==> src/rtl/fifo_arb_pkg.sv <==
// Shared definitions for the round-robin FIFO write-port arbiter.
// Contents: arbiter state encoding, default FIFO geometry constants, and the
// rr_pick() helper that finds the next valid requester in round-robin order.
package fifo_arb_pkg;

  typedef enum logic [0:0] {
    ArbIdle  = 1'b0,
    ArbBurst = 1'b1
  } arb_state_e;

  localparam int unsigned DefDataWidth = 4;
  localparam int unsigned DefDepth     = 8;
  localparam int unsigned DefCntWidth  = 4;

  // Upper bound on requesters; owner/pointer indices are 3 bits wide.
  localparam int unsigned MaxReq = 8;

  // First set bit of valid, searching ptr, ptr+1, ... modulo num_req.
  // Returns ptr when nothing is valid; callers qualify with |valid.
  function automatic logic [2:0] rr_pick(input logic [MaxReq-1:0] valid,
                                         input logic [2:0]        ptr,
                                         input int unsigned       num_req);
    logic        found;
    logic [2:0]  pick;
    int unsigned idx;
    found = 1'b0;
    pick  = ptr;
    for (int unsigned k = 0; k < MaxReq; k++) begin
      idx = 32'(ptr) + k;
      if (idx >= num_req) idx = idx - num_req;
      if ((k < num_req) && !found && valid[idx[2:0]]) begin
        found = 1'b1;
        pick  = idx[2:0];
      end
    end
    return pick;
  endfunction

endpackage

==> src/rtl/rr_picker.sv <==
// Combinational round-robin search over NumReq request lines.
// Ports:
//   valid_i  request vector
//   ptr_i    index given first priority
//   idx_o    first valid index at or after ptr_i (wrapping); ptr_i if none
module rr_picker
  import fifo_arb_pkg::*;
#(
  parameter int unsigned NumReq = 4
) (
  input  logic [NumReq-1:0] valid_i,
  input  logic [2:0]        ptr_i,
  output logic [2:0]        idx_o
);

  logic [MaxReq-1:0] valid_pad;

  assign valid_pad = MaxReq'(valid_i);
  assign idx_o     = rr_pick(valid_pad, ptr_i, NumReq);

endmodule

==> src/rtl/fifo_rr_wr_arbiter.sv <==
// Round-robin arbiter sharing one FIFO write port between NUM_REQ producers.
// A grant costs one IDLE cycle, then the owner may push up to BURST_LEN beats
// at one beat per cycle. Flow control uses a local count of unpopped writes,
// bumped at accept time so the FIFO can never overflow.
// Optional: define FIFO_ARB_STATS_EN for per-requester saturating beat counters.
// Ports:
//   clk, rst      clock, synchronous active-high reset
//   req_valid/req_data/req_ready   per-requester handshake (ready is combinational)
//   fifo_wr_en/fifo_wr_data        registered FIFO write port
//   fifo_pop      consumer pop pulse fed back from the FIFO read side
//   occupancy     unpopped write count
//   grant_id      current/last owner, busy = in BURST
//   stat_cnt      8-bit accepted-beat counter per requester (0 if disabled)
module fifo_rr_wr_arbiter
  import fifo_arb_pkg::*;
#(
  parameter int unsigned NUM_REQ    = 4,
  parameter int unsigned DATA_WIDTH = DefDataWidth,
  parameter int unsigned DEPTH      = DefDepth,
  parameter int unsigned CNT_WIDTH  = DefCntWidth,
  parameter int unsigned BURST_LEN  = 4
) (
  input  logic                          clk,
  input  logic                          rst,
  input  logic [NUM_REQ-1:0]            req_valid,
  input  logic [NUM_REQ*DATA_WIDTH-1:0] req_data,
  output logic [NUM_REQ-1:0]            req_ready,
  output logic                          fifo_wr_en,
  output logic [DATA_WIDTH-1:0]         fifo_wr_data,
  input  logic                          fifo_pop,
  output logic [CNT_WIDTH-1:0]          occupancy,
  output logic [2:0]                    grant_id,
  output logic                          busy,
  output logic [NUM_REQ*8-1:0]          stat_cnt
);

  localparam int unsigned          BeatW     = $clog2(BURST_LEN + 1);
  localparam logic [CNT_WIDTH-1:0] DepthCnt  = CNT_WIDTH'(DEPTH);
  localparam logic [BeatW-1:0]     BurstLast = BeatW'(BURST_LEN);
  localparam logic [2:0]           LastReq   = 3'(NUM_REQ - 1);

  arb_state_e            state_q, state_d;
  logic [2:0]            rr_ptr_q, rr_ptr_d;
  logic [2:0]            owner_q, owner_d;
  logic [2:0]            pick;
  logic [BeatW-1:0]      beat_cnt_q, beat_cnt_d;
  logic [CNT_WIDTH-1:0]  occ_q, occ_d;
  logic                  wr_en_q;
  logic [DATA_WIDTH-1:0] wr_data_q;
  logic                  space_ok, pop_ok, own_valid, accept;
  logic [DATA_WIDTH-1:0] own_data;

  rr_picker #(
    .NumReq(NUM_REQ)
  ) u_picker (
    .valid_i(req_valid),
    .ptr_i  (rr_ptr_q),
    .idx_o  (pick)
  );

  // Pre-update count: a pop in the same cycle does not open space yet.
  assign space_ok = occ_q < DepthCnt;
  assign pop_ok   = fifo_pop & (occ_q != '0);

  always_comb begin
    own_valid = 1'b0;
    own_data  = '0;
    for (int unsigned i = 0; i < NUM_REQ; i++) begin
      if (owner_q == 3'(i)) begin
        own_valid = req_valid[i];
        own_data  = req_data[i*DATA_WIDTH +: DATA_WIDTH];
      end
    end
  end

  assign accept = (state_q == ArbBurst) & own_valid & space_ok;

  // State register
  always_ff @(posedge clk) begin
    if (rst) begin
      state_q    <= ArbIdle;
      rr_ptr_q   <= '0;
      owner_q    <= '0;
      beat_cnt_q <= '0;
    end else begin
      state_q    <= state_d;
      rr_ptr_q   <= rr_ptr_d;
      owner_q    <= owner_d;
      beat_cnt_q <= beat_cnt_d;
    end
  end

  // Next-state logic
  always_comb begin
    state_d    = state_q;
    rr_ptr_d   = rr_ptr_q;
    owner_d    = owner_q;
    beat_cnt_d = beat_cnt_q;
    unique case (state_q)
      ArbIdle: begin
        if ((|req_valid) && space_ok) begin
          state_d    = ArbBurst;
          owner_d    = pick;
          beat_cnt_d = '0;
        end
      end
      ArbBurst: begin
        if (accept) beat_cnt_d = beat_cnt_q + BeatW'(1);
        // A full-FIFO stall keeps the grant; only burst end or owner drop releases it.
        if ((accept && (beat_cnt_d == BurstLast)) || !own_valid) begin
          state_d  = ArbIdle;
          rr_ptr_d = (owner_q == LastReq) ? 3'd0 : owner_q + 3'd1;
        end
      end
      default: state_d = ArbIdle;
    endcase
  end

  // Outputs
  always_comb begin
    busy      = (state_q == ArbBurst);
    req_ready = '0;
    for (int unsigned i = 0; i < NUM_REQ; i++) begin
      req_ready[i] = accept && (owner_q == 3'(i));
    end
  end

  always_comb begin
    occ_d = occ_q;
    if (accept && !pop_ok) begin
      occ_d = occ_q + CNT_WIDTH'(1);
    end else if (!accept && pop_ok) begin
      occ_d = occ_q - CNT_WIDTH'(1);
    end
  end

  always_ff @(posedge clk) begin
    if (rst) begin
      occ_q     <= '0;
      wr_en_q   <= 1'b0;
      wr_data_q <= '0;
    end else begin
      occ_q   <= occ_d;
      wr_en_q <= accept;
      if (accept) wr_data_q <= own_data;
    end
  end

  assign fifo_wr_en   = wr_en_q;
  assign fifo_wr_data = wr_data_q;
  assign occupancy    = occ_q;
  assign grant_id     = owner_q;

`ifdef FIFO_ARB_STATS_EN
  for (genvar g = 0; g < NUM_REQ; g++) begin : g_stat
    logic [7:0] stat_q;
    always_ff @(posedge clk) begin
      if (rst) begin
        stat_q <= '0;
      end else if (req_ready[g] && (stat_q != 8'hFF)) begin
        stat_q <= stat_q + 8'd1;
      end
    end
    assign stat_cnt[g*8 +: 8] = stat_q;
  end
`else
  assign stat_cnt = '0;
`endif

endmodule

==> config.mk <==
export PLATFORM = sky130hd
export DESIGN_NAME = fifo_rr_wr_arbiter
export DESIGN_NICKNAME = d
export VERILOG_FILES = /design/src/rtl/fifo_arb_pkg.sv /design/src/rtl/rr_picker.sv /design/src/rtl/fifo_rr_wr_arbiter.sv
export SDC_FILE = /design/constraint.sdc
export NUM_CORES = 1
export LEC_CHECK = 0
export CORE_MARGIN = 4
export CORE_UTILIZATION = 47
export DETAILED_ROUTE_END_ITERATION = 8
export GPL_ROUTABILITY_DRIVEN = 0
export HOLD_SLACK_MARGIN = 0.08
export PLACE_DENSITY = 0.94
export SETUP_SLACK_MARGIN = 0.3
export SYNTH_ARGS = -nofsm -noshare
export SYNTH_HDL_FRONTEND = slang
export SYNTH_SLANG_ARGS = --single-unit
export TNS_END_PERCENT = 100
==> constraint.sdc <==
create_clock -name clk -period 4.8 [get_ports clk]
set_clock_uncertainty 0.15 [all_clocks]
set_input_delay 0.96 -clock clk [delete_from_list [all_inputs] [get_ports clk]]
set_output_delay 0.96 -clock clk [all_outputs]
set_load 0.01 [all_outputs]
==> summary.md <==
| Metric | Value |
|---|---|
| Result of the run | completed |
| Cell area after synthesis | 0.001733 sq mm |
| Count of distinct cell types in the synthesized netlist | 52 |
| Max Fanout on Critical Path | 7 |
| Most common library cell in the layout ignoring fill and taps | clkdlybuf4s50_1 |
| Placed wire-length estimate | 3.108 mm |
| I/O pin cnt | 72 |
| Highest routed layer | met4 |
| Top cells by area, synth | dfxtp_1 (22%), buf_4 (14%), mux2i_1 (7.5%), ha_1 (7.2%), nor2_1 (4.1%) |
| Final cell area excluding filler cells | 0.002054 sq mm |
| Layout Area Growth over Synthesis | 18.56% |
| Transition time at the pin with the least slew margin | 709.8 ps |
| Critical path launch point type | input port |
| Die outline height | 68.72 microns |
| Wire length on met3 | 306 microns |
| Total of flip-flops plus latches after synthesis | 19 |
| HP Start | beat_cnt_q[1] |
| Number of levels the H-tree was split into | 1 |
| Total Neg Setup Slack | 0 ps |
| Diode insertion count for antenna repair | 0 |
| Overall power | 1.034 mW |
| Critical path arrival | 3190 ps |
| Global-route usage over all layers | 17.75% |
| Buffer cell driving the clock tree root | clkbuf_8 |
| Crit path time final | 4303 ps |
| Share of layout cells above drive strength 1 | 4.564% |
| Syn Area/Cell | 8.372 sq um |
| GRT Residual Overflow | 0 |
| Worst endpoint required time | 3690 ps |
| Worst-case hold slack | 319.4 ps |
| Final core occ | 59.69% |
| Count of hold-fix buffers inserted at cts | 0 |
| Sequential share of the synthesized area | 21.95% |
| Largest vdd supply drop | 222.3 uV |
| Top library cells by usage in the layout, fill and taps aside | clkdlybuf4s50_1 (39), conb_1 (32), nor2_1 (19), dfxtp_1 (19), mux2i_1 (13) |
| CTS max path bufs | 2 |
| Number of sinks driven by the clock tree | 19 |
| Filler Cell Count | 306 |
| TritonRoute pass-1 iters | 4 |
| Final #Nets | 276 |
| DRT met1 WL | 1.630 mm |
| Iter 0 DRT Violations | 159 |
| Total number of yosys warnings | 0 |
| Core region area | 0.003442 sq mm |
| Number of enable-type register cells in the synthesized netlist | 0 |
| Port bufs | 39 |
| Worst setup startpoint | req_valid[0] |
| First-pass GRT wire length | 6.486 mm |
| Post-detailed-route DRC marker count | 0 |
| Clock tree from TritonCTS | done |
| Placed inst area | 0.002006 sq mm |
| Number of core rows | 21 |
| Peak clock frequency supported by timing | 232.4 MHz |
| Final Hold Fails | 0 |
| Postcts setup bufs | 0 |
| CP endpoint kind | output port |
| Total Routed Length | 4.046 mm |
| Number of setup violations in the final report | 0 |
| Max transition margin | 52.53% |
| Effective utilization at floorplan | 50.35% |
| Type of the worst setup path | in -> out |
| Number of buffers added by the clock tree synthesis step | 3 |
| Initial antenna violation count | 0 |
| Unrepaired setup endpoints after global routing | no |
| Final period util | 89.64% |
| Leakage power | 0.7965 nW |
| CTS resizes | 0 |
| Chip Width | 68.72 microns |
| Vias in the first global route | 1471 |
| Routed len/inst | 14.10 microns |
| Hold WC Path Type | reg -> reg |
| Synth Flop Type | dfxtp_1 |
| Largest net degree at the start of global routing | 22 |
| Skew-Pair Late Insertion Delay | 260 ps |
| Area share of the largest cell type after synthesis | 21.95% |
| Final max-slew violation count | 0 |
| Via-per-instance ratio | 5.321 |
| Fraction of registers with async set/reset | 0% |
| Cells after Synth | 207 |
| Worst-case setup slack after placement | 431.7 ps |
| Non-filler instance count after layout | 287 |
| Launching point of the worst reg2reg path | grant_id[0] |
| Clock edge transition at the registers on the reported setup and hold paths | 80 ps |
| Biggest area consumer among synthesized cells | dfxtp_1 |
| Cell area power density | 503.3 mW/mm^2 |
| Post-route setup slack | 497.3 ps |
| Vias post-DR | 1527 |
| Cell count after placement | 283 |
| Post-detailed-route count of antenna-violating nets | 0 |
| DR WL met2 | 2.079 mm |
| Number of maximum-capacitance constraint violations | 0 |
| Overall die area | 0.004722 sq mm |
-- worst max-delay path: stages --
cell and delay (ps):
clkdlybuf4s50_1 640, and3b_1 260, a2111oi_4 90, nor3_2 460, and3_1 230, clkdlybuf4s50_1 550
-- path summary, 6_finish.rpt --
| kind | cells after the start | to | slack, ps |
|---|---|---|---|
| hold reg to reg | 2 | beat_cnt_q[1] | 320 |
| hold / removal | 2 | beat_cnt_q[1] | 320 |
| setup reg to reg | 13 | occupancy[3] | 1080 |
| setup / recovery | 6 | req_ready[3] | 500 |
-- power breakdown --
| part | internal [mW] | switching, mW | leakage, nW |
|---|---|---|---|
| Combinational | 0.319 | 0.328 | 0.620 |
| Sequential | 0.201 | 0.0700 | 0.155 |
| Clock | 0.0586 | 0.0571 | 0.0217 |
-- kinds of logic (layout without fill, tap and decap cells) --
group	count (synthesis)	count (layout)	share of synthesized area [%]
AOI/OAI and AO/OA	42	42	18.49
xor gates and xnor gates	4	4	2.022
adders and majority gates	11	11	8.375
buffers and inverters	49	52	18.99
DFF	19	19	21.95
muxes	15	15	9.458
other	1	32	0.2164
and+or+nand+nor	66	66	20.51
-- state kept, by name, summed over array words and instances (netlist names) --
| signal | flops |
|---|---|
| busy | 1 |
| rr_ptr_q | 3 |
| occupancy | 4 |
| beat_cnt_q | 3 |
| fifo_wr_data | 4 |
| fifo_wr_en | 1 |
| grant_id | 3 |
-- layer usage --
metal  vias up  GRT usage [%]
met4         0          5.353
met1       718          21.44
met5         -              0
met3         3          4.052
li1        742              -
met2        64          31.11
-- final cells by class --
class	count	area, sq um	share of cell area, %
multi-input cells	170	1140	55.48
repair buffers	40	397.9	19.37
flip-flops and latches	19	380.4	18.51
well taps	46	57.56	2.801
clock buffers	3	41.29	2.010
inverters	8	30.03	1.462
clock inverters	1	7.507	0.3654
-- synthesized netlist by cell type, types with 3 or more instances --
library cell and instances:
ha_1 10, clkbuf_1 4, o21ai_0 5, and3b_1 3
o31ai_1 4, inv_1 8, a221oi_1 3, nand3_1 4
mux2i_1 13, and2_1 3, buf_4 32, a21oi_1 9
or3_1 3, xnor2_1 3, nor3_1 3, buf_6 3
nor4_1 3, dfxtp_1 19, nor2_1 19, nor2b_1 7
nand2b_1 4, nand2_1 8
Note: power is estimated with default switching activity, not from simulation.
